[src/rtl/oled_pkg.sv]
// Shared opcodes, mode encodings and controller state for the SSD1306 addressing front end.
package oled_pkg;

    localparam int unsigned COL_W  = 7;
    localparam int unsigned PAGE_W = 3;
    localparam int unsigned ADDR_W = 10;

    localparam logic [7:0] OP_SET_MODE    = 8'h20;
    localparam logic [7:0] OP_COL_RANGE   = 8'h21;
    localparam logic [7:0] OP_PAGE_RANGE  = 8'h22;
    localparam logic [7:0] OP_CONTRAST    = 8'h81;
    localparam logic [7:0] OP_CHARGE_PUMP = 8'h8D;
    localparam logic [7:0] OP_MUX_RATIO   = 8'hA8;
    localparam logic [7:0] OP_DISP_OFFSET = 8'hD3;
    localparam logic [7:0] OP_CLK_DIV     = 8'hD5;
    localparam logic [7:0] OP_PRECHARGE   = 8'hD9;
    localparam logic [7:0] OP_COM_PINS    = 8'hDA;
    localparam logic [7:0] OP_VCOMH       = 8'hDB;

    typedef enum logic [1:0] {
        MODE_HORIZ = 2'd0,
        MODE_VERT  = 2'd1,
        MODE_PAGE  = 2'd2
    } addr_mode_e;

    typedef enum logic [2:0] {
        IDLE,
        ARG_MODE,
        COL_A,
        COL_B,
        PAGE_A,
        PAGE_B,
        SKIP1
    } state_e;

    // Single-argument commands this block does not act on; their argument is swallowed.
    function automatic logic is_skip_cmd(input logic [7:0] b);
        return b inside {OP_CONTRAST, OP_CHARGE_PUMP, OP_MUX_RATIO, OP_DISP_OFFSET,
                         OP_CLK_DIV, OP_PRECHARGE, OP_COM_PINS, OP_VCOMH};
    endfunction

    function automatic addr_mode_e decode_mode(input logic [1:0] v);
        return (v == 2'd3) ? MODE_PAGE : addr_mode_e'(v);
    endfunction

endpackage

[src/rtl/ssd1306_addr_ctrl_if.sv]
// Byte-stream input and framebuffer write bus of the SSD1306 address controller.
interface ssd1306_addr_ctrl_if;
    import oled_pkg::*;

    logic              byte_valid;
    logic              byte_dc;
    logic [7:0]        byte_data;
    logic              wr_en;
    logic [ADDR_W-1:0] wr_addr;
    logic [7:0]        wr_data;
    logic              frame_done;
    logic [1:0]        addr_mode;

    modport master (
        output byte_valid, byte_dc, byte_data,
        input  wr_en, wr_addr, wr_data, frame_done, addr_mode
    );

    modport slave (
        input  byte_valid, byte_dc, byte_data,
        output wr_en, wr_addr, wr_data, frame_done, addr_mode
    );

endinterface

[src/rtl/oled_addr_step.sv]
// Combinational next-pointer computation for horizontal, vertical and page addressing.
module oled_addr_step import oled_pkg::*; #(
    parameter int unsigned COLS  = 128,
    parameter int unsigned PAGES = 8
) (
    input  addr_mode_e        mode,
    input  logic [COL_W-1:0]  col,
    input  logic [COL_W-1:0]  col_start,
    input  logic [COL_W-1:0]  col_end,
    input  logic [PAGE_W-1:0] page,
    input  logic [PAGE_W-1:0] page_start,
    input  logic [PAGE_W-1:0] page_end,
    output logic [COL_W-1:0]  col_next,
    output logic [PAGE_W-1:0] page_next,
    output logic              wrap
);

    function automatic logic [COL_W-1:0] col_inc(input logic [COL_W-1:0] c);
        return (32'(c) == COLS - 1) ? '0 : c + 1'b1;
    endfunction

    function automatic logic [PAGE_W-1:0] page_inc(input logic [PAGE_W-1:0] p);
        return (32'(p) == PAGES - 1) ? '0 : p + 1'b1;
    endfunction

    always_comb begin
        col_next  = col;
        page_next = page;
        wrap      = 1'b0;
        case (mode)
            MODE_HORIZ: begin
                if (col == col_end) begin
                    col_next = col_start;
                    if (page == page_end) begin
                        page_next = page_start;
                        wrap      = 1'b1;
                    end else begin
                        page_next = page_inc(page);
                    end
                end else begin
                    col_next = col_inc(col);
                end
            end
            MODE_VERT: begin
                if (page == page_end) begin
                    page_next = page_start;
                    if (col == col_end) begin
                        col_next = col_start;
                        wrap     = 1'b1;
                    end else begin
                        col_next = col_inc(col);
                    end
                end else begin
                    page_next = page_inc(page);
                end
            end
            // Page mode ignores the column window entirely.
            default: col_next = col_inc(col);
        endcase
    end

endmodule

[src/rtl/ssd1306_addr_ctrl.sv]
// SSD1306 command decoder and GDDRAM address generator feeding a local framebuffer.
module ssd1306_addr_ctrl import oled_pkg::*; #(
    parameter int unsigned COLS  = 128,
    parameter int unsigned PAGES = 8
) (
    input  logic               clock,
    input  logic               reset_n,
    ssd1306_addr_ctrl_if.slave bus
);

    state_e            state;
    addr_mode_e        mode;
    logic [COL_W-1:0]  col, col_start, col_end;
    logic [PAGE_W-1:0] page, page_start, page_end;
    logic [COL_W-1:0]  col_nxt;
    logic [PAGE_W-1:0] page_nxt;
    logic              wrap;
    logic [ADDR_W-1:0] cur_addr;

    logic              wr_en_q;
    logic [ADDR_W-1:0] wr_addr_q;
    logic [7:0]        wr_data_q;
    logic              frame_done_q;

    logic [7:0]        b;

    assign b        = bus.byte_data;
    assign cur_addr = ADDR_W'(page) * ADDR_W'(COLS) + ADDR_W'(col);

    oled_addr_step #(
        .COLS  (COLS),
        .PAGES (PAGES)
    ) u_step (
        .mode       (mode),
        .col        (col),
        .col_start  (col_start),
        .col_end    (col_end),
        .page       (page),
        .page_start (page_start),
        .page_end   (page_end),
        .col_next   (col_nxt),
        .page_next  (page_nxt),
        .wrap       (wrap)
    );

    always_ff @(posedge clock or negedge reset_n) begin
        if (!reset_n) begin
            state        <= IDLE;
            mode         <= MODE_PAGE;
            col          <= '0;
            page         <= '0;
            col_start    <= '0;
            col_end      <= COL_W'(COLS - 1);
            page_start   <= '0;
            page_end     <= PAGE_W'(PAGES - 1);
            wr_en_q      <= 1'b0;
            wr_addr_q    <= '0;
            wr_data_q    <= '0;
            frame_done_q <= 1'b0;
        end else begin
            wr_en_q      <= 1'b0;
            frame_done_q <= 1'b0;
            if (bus.byte_valid) begin
                if (bus.byte_dc) begin
                    // Data always wins: any half-received command is dropped, latched args stay.
                    state        <= IDLE;
                    wr_en_q      <= 1'b1;
                    wr_addr_q    <= cur_addr;
                    wr_data_q    <= b;
                    col          <= col_nxt;
                    page         <= page_nxt;
                    frame_done_q <= wrap;
                end else begin
                    case (state)
                        IDLE: begin
                            if (b == OP_SET_MODE) begin
                                state <= ARG_MODE;
                            end else if (b == OP_COL_RANGE) begin
                                state <= COL_A;
                            end else if (b == OP_PAGE_RANGE) begin
                                state <= PAGE_A;
                            end else if (is_skip_cmd(b)) begin
                                state <= SKIP1;
                            end else if (b[7:4] == 4'h0) begin
                                col[3:0] <= b[3:0];
                            end else if (b[7:3] == 5'b0001_0) begin
                                col[6:4] <= b[2:0];
                            end else if (b[7:3] == 5'b1011_0) begin
                                page <= b[2:0];
                            end
                        end
                        ARG_MODE: begin
                            mode  <= decode_mode(b[1:0]);
                            state <= IDLE;
                        end
                        COL_A: begin
                            col_start <= b[6:0];
                            state     <= COL_B;
                        end
                        COL_B: begin
                            col_end <= b[6:0];
                            col     <= col_start;
                            state   <= IDLE;
                        end
                        PAGE_A: begin
                            page_start <= b[2:0];
                            state      <= PAGE_B;
                        end
                        PAGE_B: begin
                            page_end <= b[2:0];
                            page     <= page_start;
                            state    <= IDLE;
                        end
                        SKIP1:   state <= IDLE;
                        default: state <= IDLE;
                    endcase
                end
            end
        end
    end

    assign bus.wr_en      = wr_en_q;
    assign bus.wr_addr    = wr_addr_q;
    assign bus.wr_data    = wr_data_q;
    assign bus.frame_done = frame_done_q;
    assign bus.addr_mode  = mode;

endmodule

[src/flat_wrapper.sv]
// flat-port wrapper written by rule: the top's interface ports become plain ports
module ssd1306_addr_ctrl_flat import oled_pkg::*;
#(
    parameter int unsigned COLS  = 128,
    parameter int unsigned PAGES = 8
)
  (clock, reset_n, bus_byte_valid, bus_byte_dc, bus_byte_data, bus_wr_en, bus_wr_addr, bus_wr_data, bus_frame_done, bus_addr_mode);
  ssd1306_addr_ctrl_if bus_i ();
  input  logic clock;
  input  logic reset_n;
  input wire logic [$bits(bus_i.byte_valid)-1:0] bus_byte_valid;
  input wire logic [$bits(bus_i.byte_dc)-1:0] bus_byte_dc;
  input wire logic [$bits(bus_i.byte_data)-1:0] bus_byte_data;
  output wire logic [$bits(bus_i.wr_en)-1:0] bus_wr_en;
  output wire logic [$bits(bus_i.wr_addr)-1:0] bus_wr_addr;
  output wire logic [$bits(bus_i.wr_data)-1:0] bus_wr_data;
  output wire logic [$bits(bus_i.frame_done)-1:0] bus_frame_done;
  output wire logic [$bits(bus_i.addr_mode)-1:0] bus_addr_mode;
  assign bus_i.byte_valid = bus_byte_valid;
  assign bus_i.byte_dc = bus_byte_dc;
  assign bus_i.byte_data = bus_byte_data;
  assign bus_wr_en = bus_i.wr_en;
  assign bus_wr_addr = bus_i.wr_addr;
  assign bus_wr_data = bus_i.wr_data;
  assign bus_frame_done = bus_i.frame_done;
  assign bus_addr_mode = bus_i.addr_mode;
  ssd1306_addr_ctrl #(.COLS(COLS), .PAGES(PAGES)) u_core (.clock(clock), .reset_n(reset_n), .bus(bus_i));
endmodule
[config.mk]
export PLATFORM = sky130hd
export DESIGN_NAME = ssd1306_addr_ctrl_flat
export DESIGN_NICKNAME = d
export VERILOG_FILES = /design/src/rtl/oled_pkg.sv /design/src/rtl/ssd1306_addr_ctrl_if.sv /design/src/rtl/oled_addr_step.sv /design/src/rtl/ssd1306_addr_ctrl.sv /design/src/flat_wrapper.sv
export SDC_FILE = /design/constraint.sdc
export NUM_CORES = 1
export LEC_CHECK = 0
export CORE_ASPECT_RATIO = 0.9
export CORE_MARGIN = 2
export CORE_UTILIZATION = 60
export CTS_CLUSTER_DIAMETER = 30
export CTS_CLUSTER_SIZE = 10
export DETAILED_ROUTE_END_ITERATION = 10
export PLACE_DENSITY = 0.9
export SKIP_LAST_GASP = 1
export SYNTH_ARGS = -nofsm -noshare
export SYNTH_HDL_FRONTEND = slang
export SYNTH_SLANG_ARGS = --single-unit
export TNS_END_PERCENT = 10
[constraint.sdc]
create_clock -name clock -period 6.3 [get_ports clock]
set_input_delay 0.63 -clock clock [delete_from_list [all_inputs] [get_ports clock]]
set_output_delay 0.63 -clock clock [all_outputs]
set_load 0.01 [all_outputs]
# Word-level counts from Yosys, hierarchy flattened
# Index checks and enable logic that the tools add are counted.
[word_totals] register_bits=55 input_bits=12 out_inout_bits=22 wordCells=112
[classes] addsub=3 n_eq_ne=37 muxes=42 bitwise=1 n_reduce_logical=16
[ops] op="== test 8 bit (second input constant)" n=8
[ops] op="2-to-1 mux 7 bit" n=8
[ops] op="2-to-1 mux 3 bit" n=18
[ops] op="case mux 7 bit (2 select lines)" n=2
[ops] op="== test 8 x 6 -> 1 bit (second input constant)" n=3
[ops] op="!= test 3 bit (second input constant)" n=8
[ops] op="AND reduction 3 bit" n=5
[ops] op="case mux 3 bit (2 select lines)" n=2
[ops] op="AND reduction 11 bit" n=1
[ops] op="adder 10 x 7 -> 10 bit" n=1
[ops] op="== test 3 bit (second input constant)" n=3
[ops] op="!= test 3 x 2 -> 1 bit (second input constant)" n=3
[ops] op="case mux 3 bit (3 select lines)" n=1
[ops] op="AND reduction 9 bit" n=1
[ops] op="2-to-1 mux 1 bit" n=8
[ops] op="AND reduction 8 bit" n=1
[ops] op="nonzero test 8 bit" n=1
[ops] op="adder 7 x 1 -> 7 bit (second input constant)" n=1
[ops] op="== test 7 bit" n=1
[ops] op="== test 7 bit (second input constant)" n=1
[ops] op="== test 3 x 2 -> 1 bit (second input constant)" n=2
[ops] op="!= test 6 x 2 -> 1 bit (second input constant)" n=1
[ops] op="nonzero test 3 bit" n=2
[ops] op="== test 5 x 2 -> 1 bit (second input constant)" n=1
[ops] op="other kinds (15)" n=16

# Depth between registers and ports, before layout
[depth] ltp_word=10 ltp_mapped=7 ltp_nobuf=6

# By module
# Synthesis repeated with hierarchy kept, for this count alone.
[hier_totals] hier_cells=298 hier_area_um2=3188.1
[by_module_without_submodules] mod="ssd1306_addr_ctrl" n_inst=1 cells_per_inst=211 area_each_um2=2558.7 seq_area_each_um2=1390.1
[by_module_without_submodules] mod="oled_addr_step" n_inst=1 cells_per_inst=87 area_each_um2=629.4 seq_area_each_um2=0.0

# Worst setup path after synthesis
# Ideal clock, no wire load.
[synth_timing] kind="in2reg" from="in bus_byte_data[3]" to="reg u_core.page[0]" setup_time_ns=0.125 t_arrival_ns=2.011 required_ns=6.175 setup_slack_ns=4.164 path_stages=5 path_buffers=0 cell_sequence="or3b_2 > nor4_1 > o21ai_0 > a31oi_4 > mux2_4"
[synth_via] elab_chain_cells=4 elab_cells_between_ends=21 cone_classes="eq/ne: 19; reduce/logical: 2"
[synth_rtl] item="start, declared" line="flat_wrapper.sv:13" source="input wire logic [$bits(bus_i.byte_data)-1:0] bus_byte_data;"
[synth_rtl] item="== test 8 bit" line="oled_pkg.sv:38" source="return b inside {OP_CONTRAST, OP_CHARGE_PUMP, OP_MUX_RATIO, OP_DISP_OFFSET,"
[synth_rtl] item="nonzero test 8 bit" line="oled_pkg.sv:38"
[synth_rtl] item="!= test 3 bit (no line)"
[synth_rtl] item="AND reduction 11 bit (no line) (*)"
[synth_rtl] item="end signal, assigned" line="ssd1306_addr_ctrl.sv:71" source="page <= page_nxt;"
[synth_rtl] item="end signal, assigned" line="ssd1306_addr_ctrl.sv:89" source="page <= b[2:0];"
[synth_rtl] item="end signal, assigned" line="ssd1306_addr_ctrl.sv:111" source="page <= page_start;"
[synth_rtl] item="end, declared" line="ssd1306_addr_ctrl.sv:14" source="logic [PAGE_W-1:0] page, page_start, page_end;"
# Mark *: on every way between the ends. The rest lies on a longest branch, timed or not.
# A chain may end at the register's enable or synchronous reset.

# Final worst setup path
[layout_timing] from="in bus_byte_dc" to="reg u_core.col_end[6]"
[layout_via] elab_chain_cells=2
[layout_rtl] item="start, declared" line="flat_wrapper.sv:12" source="input wire logic [$bits(bus_i.byte_dc)-1:0] bus_byte_dc;"
[layout_rtl] item="inverter 1 bit (no line)"
[layout_rtl] item="AND reduction 3 bit (no line)"
[layout_rtl] item="end signal, assigned" line="ssd1306_addr_ctrl.sv:53" source="col_end <= COL_W'(COLS - 1);"
[layout_rtl] item="end signal, assigned" line="ssd1306_addr_ctrl.sv:101" source="col_end <= b[6:0];"
[layout_rtl] item="end, declared" line="ssd1306_addr_ctrl.sv:13" source="logic [COL_W-1:0] col, col_start, col_end;"
# Every way passes these cells.

==> flow_summary.yaml <==
detailed_routing:
  vias_per_cell: 6.039
  postRouteWirelength_um: 6126
  postRouteAntennaNets: 0
  detail_route.first_pass.iterations: 4
  vias_post_dr: 2150
  detail_route.drc_violations: 0
  wire_per_inst_um: 17.21
  first_iter_violations: 124
power_and_ir_drop:
  p_seq_share_pct: 46.7
  power_mw: 1.455
  switching_share_pct: 35.23
  share_comb_of_total_power_pct: 40.3
  internal_power_mw: 0.9426
  vdd_ir_drop_max_uv: 235.4
  p_clk_share_pct: 13.0
  cellLeakagePower_nw: 1.447
  power_switching_mw: 0.5126
  power_density_mw_per_mm2: 427.6
yosys:
  post_synth.cell_area_avg_um2: 11.25
  simple_logic_cell_fraction_of_the_synthesized_area_pct: 13.13
  yosysSeqAreaShare_pct: 46.45
  synthDistinctLibCells: 55
  dominantRegCellSynth: "sky130_fd_sc_hd__dfrtp_1"
  synth_top_family_by_area: "multiplexers"
  async_reset_ff_share_pct: 100.0
  synth.cell_area_mm2: 0.002993
  post_synthesis_instance_total: 266
  synth_edf_count: 0
  synth_xor_area_share_pct: 5.184
  muxShareOfSynthArea_pct: 19.82
  synth_seq_cells: 55
  yosys.area_share.adder_pct: 1.589
  synth.yosys.warnings: 0
  synth-compound-area-share_pct: 10.12
  mappedNetlistNets: 281
global_routing:
  groute.usage.overall_pct: 24.04
  number_of_antenna_violations_at_the_first_check_in_global_routing: 0
  first_global_vias: 2160
  global_route.overflow_total: 0
  wire_length_of_the_first_global_routing_pass_um: 10420
  largest_net_degree_at_the_start_of_global_routing: 56
floorplan:
  die_y_um: 71
  die-area_mm2: 0.005570
  floorplan.die.width_um: 78.45
  rows: 24
  core_area_mm2: 0.004835
  ios: 34
  start_util_pct: 61.90
job:
  max_cap_violations: 0
sta:
  setup_tns_ns: 0
  setup_violations: 0
  postLayoutSetupSlackWorst_ns: 3.544
  slew_headroom_pct: 40.48
  worst_pin_slew_ns: 0.8906
  timing_max_transition_violations_final: 0
  final_count_of_hold_timing_violations: 0
  fin_worst_hold_slack_ns: 0.4477
  layout_min_cycle_time_ns: 2.756
  post-route-period-util_pct: 43.75
  fmax_ghz: 0.3628
  rsz0062_at_grt: "false"
  finClkSkew_ns: 0.004530
clock_tree:
  post_cts.repair.setup_buffers: 0
  cts.reportedPaths.clkPinSlew_ns: 0.09
  tritoncts_num_sinks: 55
  worstSkewPairLatency_ns: 0.31
  cts_tree: "yes"
  cts_max_level: 2
  cts_buffer_count: 5
  cts_buffer_depth: 2
  cts_root_buffer: "sky130_fd_sc_hd__clkbuf_8"
  cts-resized-gates: 0
  hold_buffers: 0
finish:
  seq_area_mm2: 0.001390
  final_net_count: 305
  final.fill_count: 363
  syn_to_final_growth_pct: 13.71
  multi_input_comb_area_mm2: 0.001491
  final_layout_size_suffix_gt1_share_pct: 23.71
  antenna_cells: 0
critical_path:
  critPathMaxFanout: 23
  cp.required_ns: 6.54
  worstSetupEndpointType: "flip-flop"
  slowest_stage: "sky130_fd_sc_hd__clkdlybuf4s50_1"
  cp_cell_sequence: "clkdlybuf4s50_1, inv_1, nand2_1, nor2_1, mux2_2"
  timing.critical_path.arrival_ns: 3.00
  worst_path_dominant_cell_family: "buffers and inverters"
  slowest_stage_delay_cp_ns: 0.83
  cp-start-kind: "primary input"
  crit_type: "in -> reg"
  crit_path_buf_inv_count: 2
place:
  preCtsSetupSlack_ns: 3.255
  finalWeightedCongestion: 0.9036
  port_buffers: 33
  hpwl_um: 4215
outcome:
  outcome: "finished clean"
worst_hold_path:
  hold_path_class: "in -> async"
-- power groups by stage --
| stage | Sequential (mW) | Combinational (mW) | Clock [mW] |
|---|---|---|---|
| 4_1_cts | 0.678 | 0.589 | 0.194 |
| 5_1_grt | 0.707 | 0.645 | 0.207 |
| 2_1_floorplan | 0.637 | 0.443 | 0 |
| 6_report | 0.680 | 0.586 | 0.189 |
| 3_5_place_dp | 0.686 | 0.586 | 0 |
| 3_3_place_gp | 0.675 | 0.562 | 0 |
-- registers in the layout, summed over array words and instances (netlist names) --
| register | cells |
|---|---|
| u_core.bus.wr_addr | 10 |
| u_core.bus.wr_data | 8 |
| u_core.col | 7 |
| u_core.col_end | 7 |
| u_core.col_start | 7 |
| u_core.page | 3 |
| u_core.page_end | 3 |
| u_core.page_start | 3 |
| u_core.state | 3 |
| u_core.bus.addr_mode | 2 |
| u_core.bus.frame_done | 1 |
| u_core.bus.wr_en | 1 |
-- cell families after synthesis --
family                   after synthesis
AND/OR/NAND/NOR                       75
adder cells (fa/ha/maj)                4
flip-flops                            55
buffers and inverters                 22
XOR/XNOR                              16
multiplexers                          53
AO/OA/AOI/OAI                         41
-- layer usage --
layer / routed length (um) / global-route usage (%)
met1: 2681 / 32.46
met2: 2939 / 40.13
met3: 401 / 4.974
met4: 104 / 6.238
met5: 0 / 0
-- worst paths after layout --
check	start	endpoint	slack, ns	cells past startpoint
max in group asynchronous	reset_n	u_core.bus.wr_data[4]	5.42	2
setup / recovery	bus_byte_dc	u_core.col_end[6]	3.54	5
setup reg to reg	u_core.col[3]	u_core.page[0]	4.06	5
hold reg to reg	u_core.page_start[1]	u_core.page_start[1]	0.49	2
min in group clock	u_core.page_start[1]	u_core.page_start[1]	0.49	2
hold / removal	reset_n	u_core.bus.wr_addr[7]	0.45	2
-- cell type report --
| cell class | instances | area share (%) |
|---|---|---|
| Multi-Input combinational cell | 189 | 43.82 |
| Sequential cell | 55 | 40.85 |
| Timing Repair Buffer | 34 | 9.779 |
| Tap cell | 65 | 2.390 |
| Clock buffer | 5 | 2.022 |
| Clock inverter | 3 | 0.5882 |
| Inverter | 5 | 0.5515 |
-- worst register-to-register path, cell delays in order (launching register included) --
cell	delay, ns
sky130_fd_sc_hd__dfrtp_1	0.50
sky130_fd_sc_hd__xnor2_2	0.19
sky130_fd_sc_hd__nand4_1	0.17
sky130_fd_sc_hd__or4_4	0.67
sky130_fd_sc_hd__a31oi_4	0.28
sky130_fd_sc_hd__mux2_4	0.32
-- cell usage in the layout (no fill, tap or decap), types with 4 or more instances in the layout --
master,n
sky130_fd_sc_hd__a21oi_1,7
sky130_fd_sc_hd__nor3_1,4
sky130_fd_sc_hd__dfrtp_1,44
sky130_fd_sc_hd__clkbuf_8,5
sky130_fd_sc_hd__inv_1,5
sky130_fd_sc_hd__nand3_1,7
sky130_fd_sc_hd__o21ai_0,10
sky130_fd_sc_hd__nand2_1,21
sky130_fd_sc_hd__o211ai_1,5
sky130_fd_sc_hd__or3_1,4
sky130_fd_sc_hd__xnor2_1,10
sky130_fd_sc_hd__mux2_2,38
sky130_fd_sc_hd__clkdlybuf4s50_1,32
sky130_fd_sc_hd__dfstp_2,11
sky130_fd_sc_hd__nor2_1,17
sky130_fd_sc_hd__mux2i_1,12
sky130_fd_sc_hd__xor2_1,4
-- per-stage QoR --
step	cells	utilization, %	area, um^2
final	356	70.39	3403
after global routing	356	70.39	3403
after CTS	356	70.39	3403
after detailed placement	348	68.56	3314
after global placement	348	68.56	3314
after floorplan	266	-	2993
-- Yosys cell counts, drive strengths merged, types with 2 or more instances --
| master | n | area, um^2 |
|---|---|---|
| nor3 | 4 | 20.02 |
| a21oi | 7 | 35.03 |
| nand2b | 2 | 12.51 |
| mux2 | 41 | 473.0 |
| ha | 3 | 37.54 |
| dfrtp | 44 | 1101 |
| nor4 | 2 | 12.51 |
| o211ai | 5 | 37.54 |
| nand2 | 21 | 78.83 |
| inv | 5 | 18.77 |
| or3 | 4 | 25.02 |
| mux2i | 12 | 120.1 |
| clkbuf | 11 | 41.29 |
| nand3b | 3 | 22.52 |
| xnor2 | 12 | 120.1 |
| nand3 | 7 | 35.03 |
| o31ai | 3 | 22.52 |
| nor2b | 2 | 12.51 |
| nor2 | 17 | 63.81 |
| dfstp | 11 | 289.0 |
| xor2 | 4 | 35.03 |
| buf | 6 | 51.30 |
| o41ai | 3 | 26.28 |
| o21ai | 10 | 50.05 |
Note: power is estimated with default switching activity, not from simulation.
